`src/rtl/clock_cpu_ctrl.sv`:
```
// Run-time controllable Hack CPU clock generator.
// Free-run, single-step and halt modes with a rise strobe and cycle count.
module clock_cpu_ctrl #(
  parameter int          CNT_W       = 32,
  parameter int unsigned DIV_DEFAULT = 2500000,
  parameter int          CYC_W       = 32
) (
  input  logic             clk,
  input  logic             rst_n,
  input  logic [CNT_W-1:0] div,
  input  logic [1:0]       mode,
  input  logic             step,
  output logic             clk_cpu,
  output logic             clk_cpu_rise,
  output logic             busy,
  output logic [CYC_W-1:0] cycle_count
);

  localparam logic [1:0] M_RUN  = 2'b01;
  localparam logic [1:0] M_STEP = 2'b10;

  localparam logic [CNT_W-1:0] DIV_INIT = CNT_W'(DIV_DEFAULT);
  localparam logic [CNT_W-1:0] CNT_ONE  = CNT_W'(1);
  localparam logic [CYC_W-1:0] CYC_ONE  = CYC_W'(1);

  // bit 0 is the CPU clock itself, so clk_cpu comes straight off a flop
  typedef enum logic [1:0] {
    IDLE = 2'b00,
    HIGH = 2'b01,
    LOW  = 2'b10
  } state_t;

  state_t           state, state_nx;
  logic [CNT_W-1:0] cnt, cnt_nx;
  logic [CNT_W-1:0] div_l, div_l_nx;
  logic             step_q;
  logic             rise_q, rise_nx;
  logic             run, start, hit;

  assign run   = (mode == M_RUN);
  assign start = run | ((mode == M_STEP) & step & ~step_q);
  assign hit   = (cnt == div_l);

  always_comb begin
    state_nx = state;
    cnt_nx   = cnt;
    div_l_nx = div_l;
    rise_nx  = 1'b0;
    unique case (state)
      IDLE: begin
        if (start) begin
          state_nx = HIGH;
          cnt_nx   = '0;
          div_l_nx = div;
          rise_nx  = 1'b1;
        end
      end
      HIGH: begin
        if (hit) begin
          state_nx = LOW;
          cnt_nx   = '0;
        end else begin
          cnt_nx = cnt + CNT_ONE;
        end
      end
      LOW: begin
        if (hit) begin
          cnt_nx = '0;
          if (run) begin
            state_nx = HIGH;
            div_l_nx = div;
            rise_nx  = 1'b1;
          end else begin
            state_nx = IDLE;
          end
        end else begin
          cnt_nx = cnt + CNT_ONE;
        end
      end
      default: begin
        state_nx = IDLE;
        cnt_nx   = '0;
      end
    endcase
  end

  always_ff @(posedge clk or negedge rst_n) begin
    if (!rst_n) begin
      state       <= IDLE;
      cnt         <= '0;
      div_l       <= DIV_INIT;
      step_q      <= 1'b0;
      rise_q      <= 1'b0;
      cycle_count <= '0;
    end else begin
      state  <= state_nx;
      cnt    <= cnt_nx;
      div_l  <= div_l_nx;
      step_q <= step;
      rise_q <= rise_nx;
      if (rise_nx) cycle_count <= cycle_count + CYC_ONE;
    end
  end

  assign clk_cpu      = state[0];
  assign busy         = (state != IDLE);
  assign clk_cpu_rise = rise_q;

endmodule
```
`config.mk`:
```
export PLATFORM = sky130hd
export DESIGN_NAME = clock_cpu_ctrl
export DESIGN_NICKNAME = d
export VERILOG_FILES = /design/src/rtl/clock_cpu_ctrl.sv
export SDC_FILE = /design/constraint.sdc
export NUM_CORES = 1
export LEC_CHECK = 0
export BUFFER_PORTS_ARGS = -buffer_cell sky130_fd_sc_hd__buf_2
export CAP_MARGIN = 20
export CELL_PAD_IN_SITES_DETAIL_PLACEMENT = 1
export CELL_PAD_IN_SITES_GLOBAL_PLACEMENT = 1
export CORE_MARGIN = 2
export CORE_UTILIZATION = 49
export DETAILED_ROUTE_END_ITERATION = 10
export GPL_TIMING_DRIVEN = 0
export PLACE_DENSITY_LB_ADDON = 0.2
export SETUP_SLACK_MARGIN = 0.2
export SKIP_CTS_REPAIR_TIMING = 1
export SYNTH_ARGS = -nofsm -noshare
export SYNTH_HDL_FRONTEND = slang
export SYNTH_SLANG_ARGS = --single-unit
```
`constraint.sdc`:
```
create_clock -name clk -period 4.1 [get_ports clk]
set_input_delay 0.41 -clock clk [delete_from_list [all_inputs] [get_ports clk]]
set_output_delay 0.41 -clock clk [all_outputs]
set_load 0.005 [all_outputs]
```
Yosys cells after proc, flatten, opt, wreduce, memory -nomap -nowiden
Index checks and enable logic that the tools add are counted.

Add/sub/neg operators: 2. Equality and inequality tests: 9. Mux-type cells: 16. Bitwise operators: 4. Reductions and logical operators: 6.

Operators with widths (count): 32-bit two-way mux (5); 32-bit one-hot mux with 2 select lines (2); 32-bit by 1-bit adder with 32-bit output, second input constant (2); 32-bit == test (1); 2-bit != test, second input constant (4); 2-bit two-way mux (3); 2-bit one-hot mux with 3 select lines (1); 2-bit by 1-bit == test with 1-bit output, second input constant (2); 2-bit == test, second input constant (2); 1-bit two-way mux (4); 4-bit AND reduction (1); 2-bit nonzero test (2); 3-bit AND reduction (1); 1-bit AND (2); 2-bit zero test (1); 1-bit one-hot mux with 2 select lines (1); 2-bit OR reduction (1); 1-bit NOT (1); 1-bit OR (1).

Flip-flop bits (word level): 100. Input port bits: 37. Output and inout port bits: 35. Word-level logic and storage cells: 43.

Depth between registers and ports, before layout
Gate-level depths: netlist of run 1.

Depth after elaboration: 6. Depth in mapped cells: 8.

Least setup slack after synthesis of run 1
No wires, ideal clock.

Path type: flip-flop to flip-flop. Start point: reg div_l[7]. End point: reg div_l[11]. Setup time: 125 ps. Arrival: 2174 ps. Required time: 3975 ps. Slack: 1801 ps. Stages on the path, launching flop included: 8. Buffers on the path: 1. Period minus slack after synthesis: 2299 ps. Path through: dfstp_2 -> xnor2_1 -> nand4_1 -> nor4_2 -> nand3_2 -> a221o_1 -> buf_6 -> mux2_4.

Longest elaborated chain between the ends: 3.

Ends and longest elaborated chain: start, declared (line 35) `logic [CNT_W-1:0] div_l, div_l_nx;`; start signal, assigned (line 98) `div_l <= div_l_nx;`; 32-bit == test (line 42) `assign hit = (cnt == div_l);`; 2-bit != test (no source line); 4-bit AND reduction (no source line).

No other way between the ends. A chain may end at the register's enable or synchronous reset.

Worst setup path after layout of run 1
Start point: reg cnt[3]. End point: reg cnt[29].

Longest elaborated chain between the ends: 3. Elaborated cells between the ends (all ways): 4. Classes of those cells: add/sub (1); eq/ne (1); mux (2).

Ends and longest elaborated chain: start, declared (line 34) `logic [CNT_W-1:0] cnt, cnt_nx;`; start signal, assigned (line 97) `cnt <= cnt_nx;`; 32-bit by 1-bit adder with 32-bit output or 32-bit == test (tied branches) (line 63, 77, 42); 32-bit two-way mux * (line 59, 67); 32-bit one-hot mux with 2 select lines * (line 49) `unique case (state)`.

Every way passes the cells marked *; elsewhere a longest branch is shown, timed or not.

==> results.ini, run 1 <==
[outcome]
status = finished clean

[yosys]
ys_ff_latch = 100
ys_warn_count = 0
synth_edf_count = 0
synth_seq_area_share = 0.5077
synth.cell_area_um2 = 4948
synth_most_common_cell = dfrtp_1
synthArstFlopShare = 1.000
synthTopCellsByCount = 92 x dfrtp_1, 67 x xnor2_1, 37 x nor2_1
ys_top_cells_by_area = dfrtp_1 47%, xnor2_1 12%, mux2_4 9.1%, dfstp_2 4.2%, nand4_1 4.2%
synth_top_area_cell = dfrtp_1
synth_top_flop_cell = dfrtp_1
synth_top_area_frac = 0.4652
syn-num-nets = 474
synth_cells = 431
syn_area_per_cell_um2 = 11.48
synth_cell_types = 36

[worst_setup_path]
slowest_delay_ns = 0.72
crit_required_ns = 4.37
cp-start-kind = flip-flop
cp_num_buf_inv = 1
critPathSlowestCell = a21oi_1
cp_cell_sequence = xnor2_1, nand4_1, nor4_2, nand3_2, a21oi_1, buf_2, nor2_1
path_class = reg2reg
crit_fanout = 10
crit_arrival_ns = 3.19
end_kind = flip-flop
cpLargestDelayFamily = simple AND/OR/NAND/NOR gates

[routing]
vias = 3548
firstDrtPassIters = 4
wl_um = 11840
drtIter0Drc = 95
wl_per_cell_um = 18.14
via_per_inst = 5.433
drcViolationCount = 0
ant_nets = 0

[floorplan]
pin_count = 72
die_width_um = 104.5
fp.dieH_um = 104.5
num_rows = 36
die_area_um2 = 10920
initial_utilization = 0.5063
core_area_um2 = 9774

[place]
port-buffer-count = 71
place_congestion = 0.8167
hpwl_um = 8642
dp.cells = 636

[final_layout]
fillerInstances = 1068
syn2layout_area_growth_pct = 16.21
fin_cells = 653
layout.nets = 558
antennaDiodeCount = 0
drive_gt1_frac = 0.2673

[global_routing]
grt_first_pass_wirelength_um = 19740
grt_pass1_vias = 3786
busiest_layer = met2
grt_use_met1 = 0.2874
grt.overflow.total = 0
antenna_found_initial = 0
track_usage = 0.2307
grt_util_met3 = 0.07080
use_met2 = 0.3945
grt_max_degree = 71

[sta]
slew_violations = 0
relSlewSlack = 0.3619
achievable-frequency_mhz = 342.2
fin_crit_sh = 0.7128
hold_violations = 0
finalSetupTns_ns = 0
fin_hold_ws_ns = 0.1507
rsz0062_at_grt = no
tightest_slew_ns = 0.9498
min_period_ns = 2.922
fin_worst_skew_ns = 0.01594
setup_violations = 0

[pwr]
fin_total_pwr_uw = 3258
p_per_area_nw_per_um2 = 566.5
ir_drop_mv = 0.3972
leakage_uw = 0.002633

[cts]
cts_max_level = 3
path_clk_slew_ns = 0.10
clock_latency_ns = 0.39
cts_tree = yes
clock_path_buffers = 2
clock-root-buffer = clkbuf_8
cts_sinks = 100
cts_buffers = 9

[job]
max_cap_viol_count = 0

[worst_hold_path]
hp-class = in2reg

cells in the final DEF, fill, tap and decap left out, types with 6 or more instances in the layout:
cell,instances
buf_2,72
nand4_1,33
nor2_1,37
dfstp_2,8
inv_1,6
ha_1,6
nand3_1,29
nand2_1,26
mux2_4,30
xnor2_1,67
and3_1,16
clkbuf_1,9
xor2_1,23
clkbuf_8,9
dfrtp_1,92
cell type report:
cell class	instances	area (um2)	area share
Multi-Input combinational cell	311	2336	0.4062
Timing Repair Buffer	73	395.4	0.06876
Tap cell	133	166.4	0.02894
Inverter	6	22.52	0.003916
Clock buffer	10	127.6	0.02219
Clock inverter	6	112.6	0.01958
Buffer	14	77.57	0.01349
Sequential cell	100	2512	0.4369
final timing paths:
kind	from	end	slack, ns	cells after the start
min in group asynchronous	rst_n	div_l[1]	0.50	2
max in group asynchronous	rst_n	div_l[5]	2.89	3
max reg2reg	cnt[3]	cnt[29]	1.18	7
min	step	step_q	0.15	1
max	cnt[3]	cnt[29]	1.18	7
min reg2reg	cycle_count[12]	cycle_count[12]	0.49	1
where the power goes:
group	switching [uW]	internal, uW	total, uW
Combinational	479	600	1080
Sequential	192	1220	1420
Clock	355	408	762
Total	1030	2230	3260
layer usage:
| metal | part of all wire | wire length (um) |
|---|---|---|
| met2 | 0.50 | 5960 |
| met1 | 0.44 | 5211 |
| met5 | 0 | 0 |
| met3 | 0.047 | 561 |
| met4 | 0.0093 | 110 |
cell families after synthesis:
logic type                 after synthesis  share of synthesized area
and+or+nand+nor                        167                     0.1780
DFF                                    100                     0.5077
xor gates and xnor gates                90                     0.1593
muxes                                   34                     0.1001
buffers and inverters                   20                    0.02023
AOI/OAI and AO/OA                       14                    0.01947
adders and majority gates                6                    0.01517
worst register-to-register path, delay by kind of cell, from the launching register on:
family,cells,cell delay (ns)
and+or+nand+nor,4,0.99
AOI/OAI and AO/OA,1,0.72
DFF,1,0.45
buffers and inverters,1,0.37
xor gates and xnor gates,1,0.27
flip-flops by register name, indices dropped and copies added (netlist names):
register      cells
div_l            32
state             2
cycle_count      32
clk_cpu_rise      1
step_q            1
cnt              32
per-stage QoR:
step,instance area (um2),setup WS [ns],util
global placement,5470,1.235,0.5597
finish,5751,1.178,0.5883
detailed placement,5500,1.207,0.5627
global route,5751,0.9746,0.5883
floorplan,4949,1.801,-
CTS,5741,1.185,0.5873
(Power assumes the default switching activity.)
==> run 2, diff against run 1 <==
--- a/config.mk
+++ b/config.mk
@@ -10,7 +10,7 @@
 export CELL_PAD_IN_SITES_DETAIL_PLACEMENT = 1
 export CELL_PAD_IN_SITES_GLOBAL_PLACEMENT = 1
 export CORE_MARGIN = 2
-export CORE_UTILIZATION = 49
+export CORE_UTILIZATION = 46
 export DETAILED_ROUTE_END_ITERATION = 10
 export GPL_TIMING_DRIVEN = 0
 export PLACE_DENSITY_LB_ADDON = 0.2
==> constraint.sdc (replaced) <==
create_clock -name clk -period 2.8 [get_ports clk]
set_input_delay 0.28 -clock clk [delete_from_list [all_inputs] [get_ports clk]]
set_output_delay 0.28 -clock clk [all_outputs]
set_load 0.005 [all_outputs]
==> run 2 against run 1 <==
Against the previous run:
- critical path type unchanged
- register-to-register slack worse by 0.93 ns
- first-iteration DRC count down 8.4%
- sequential power up 46%
- die area up 6.3%
- largest cell class unchanged
- via count down 0.45%
- flip-flop and latch count unchanged
- final area up 2.3%
- largest power group unchanged
==> results.ini, run 2 (synthesis results as in run 1) <==
[outcome]
status = finished clean

[floorplan]
fp.dieH_um = 107.7
pin_count = 72
initial_utilization = 0.4772
num_rows = 37
die_area_um2 = 11600
core_area_um2 = 10370
die_width_um = 107.7

[worst_setup_path]
crit_arrival_ns = 2.81
path_class = reg2reg
cp-start-kind = flip-flop
crit_fanout = 10
end_kind = flip-flop
crit_required_ns = 3.06

[worst_hold_path]
hp-class = in2reg

[final_layout]
fin_cells = 661
layout_common_cells = 91 x dfrtp_1, 73 x buf_2, 64 x xnor2_1, 37 x nor2_1, 33 x nand4_1
syn2layout_area_growth_pct = 18.89
reg.largest.list = cnt: 32 flops, cycle_count: 32 flops, div_l: 32 flops
layout_commonest_cell = dfrtp_1
fin_area_um2 = 5883
layout.nets = 563
drive_gt1_frac = 0.2990
antennaDiodeCount = 0

[routing]
wl_per_cell_um = 17.95
vias = 3532
via_per_inst = 5.343
drcViolationCount = 0
drtIter0Drc = 87
firstDrtPassIters = 4
ant_nets = 0
wl_um = 11860

[cts]
clock_path_buffers = 2
cts_buffers = 9
clock-root-buffer = clkbuf_8
cts_tree = yes
clock_latency_ns = 0.38
path_clk_slew_ns = 0.09
cts_max_level = 3
cts_sinks = 100

[place]
place_congestion = 0.7822
hpwl_um = 8510
dp.cells = 639
dpl_worst_slack_ns = -0.1613
place_area_um2 = 5504
port-buffer-count = 71

[global_routing]
grt_pass1_vias = 3795
antenna_found_initial = 0
grt.overflow.total = 0
grt_first_pass_wirelength_um = 19530
grt_max_degree = 54
track_usage = 0.2168

[sta]
setup_violations = 0
rsz0062_at_grt = yes
achievable-frequency_mhz = 392.0
fin_hold_ws_ns = 0.03160
slew_violations = 0
relSlewSlack = 0.4485
setup_slack_ns = 0.2491
fin_worst_skew_ns = 0.01214
tightest_slew_ns = 0.8210
finalSetupTns_ns = 0
fin_crit_sh = 0.9110
min_period_ns = 2.551
hold_violations = 0

[pwr]
p_per_area_nw_per_um2 = 830.0
leakage_uw = 0.002701
ir_drop_mv = 0.3677

[job]
max_cap_viol_count = 0

## run 2: changes by cell type in the layout (fill, tap and decap cells not counted), sizes merged
cell      before  now
buf           78   83
clkinvlp       0    2
clkbuf        18   17
clkinv         2    1
## run 2: cell type report
cell class	instances	area, um2
inverter	6	22.52
multi-input combinational	311	2386
sequential	100	2514
clock inverter	7	122.6
timing repair buffer	78	450.4
tap	136	170.2
buffer	14	93.84
fill	1142	4487
clock buffer	9	123.9
## run 2: final timing paths
kind                                         to  slack [ns]  depth (start not counted)       startpoint
worst min register to register  cycle_count[14]        0.50                          1  cycle_count[14]
worst max register to register        div_l[20]        0.25                          7        div_l[21]
worst max-delay path                  div_l[20]        0.25                          7        div_l[21]
max in group asynchronous              div_l[5]        1.60                          3            rst_n
min in group asynchronous                cnt[7]        0.47                          2            rst_n
worst min-delay path                     step_q        0.03                          1             step
## run 2: per-layer routing
metal | track usage | vias to the layer above | share of wire
li1 | - | 1672 | -
met1 | 0.2706 | 1770 | 0.44
met2 | 0.3742 | 76 | 0.50
met3 | 0.05145 | 14 | 0.048
met4 | 0.06227 | 0 | 0.016
met5 | 0 | - | 0
## run 2: critical path, stage by stage (launching register included)
cell	delay, ns
dfstp_2	0.56
xnor2_2	0.11
nand4_1	0.18
nor4_4	0.43
nand3_4	0.14
a221o_2	0.50
buf_6	0.21
mux2_4	0.30
## run 2: where the power goes
part	leakage, uW	internal [uW]	switching, uW
clock network	0.000116	598	517
registers	0.00130	1790	286
logic	0.00129	962	726
total	0.00270	3350	1530
## run 2: metrics by stage
| step | power, uW | utilization |
|---|---|---|
| 2_1_floorplan | 3221 | - |
| 3_3_place_gp | 3621 | 0.5279 |
| 3_5_place_dp | 3670 | 0.5308 |
| 4_1_cts | 4811 | 0.5545 |
| 5_1_grt | 5156 | 0.5673 |
| 6_report | 4883 | 0.5673 |
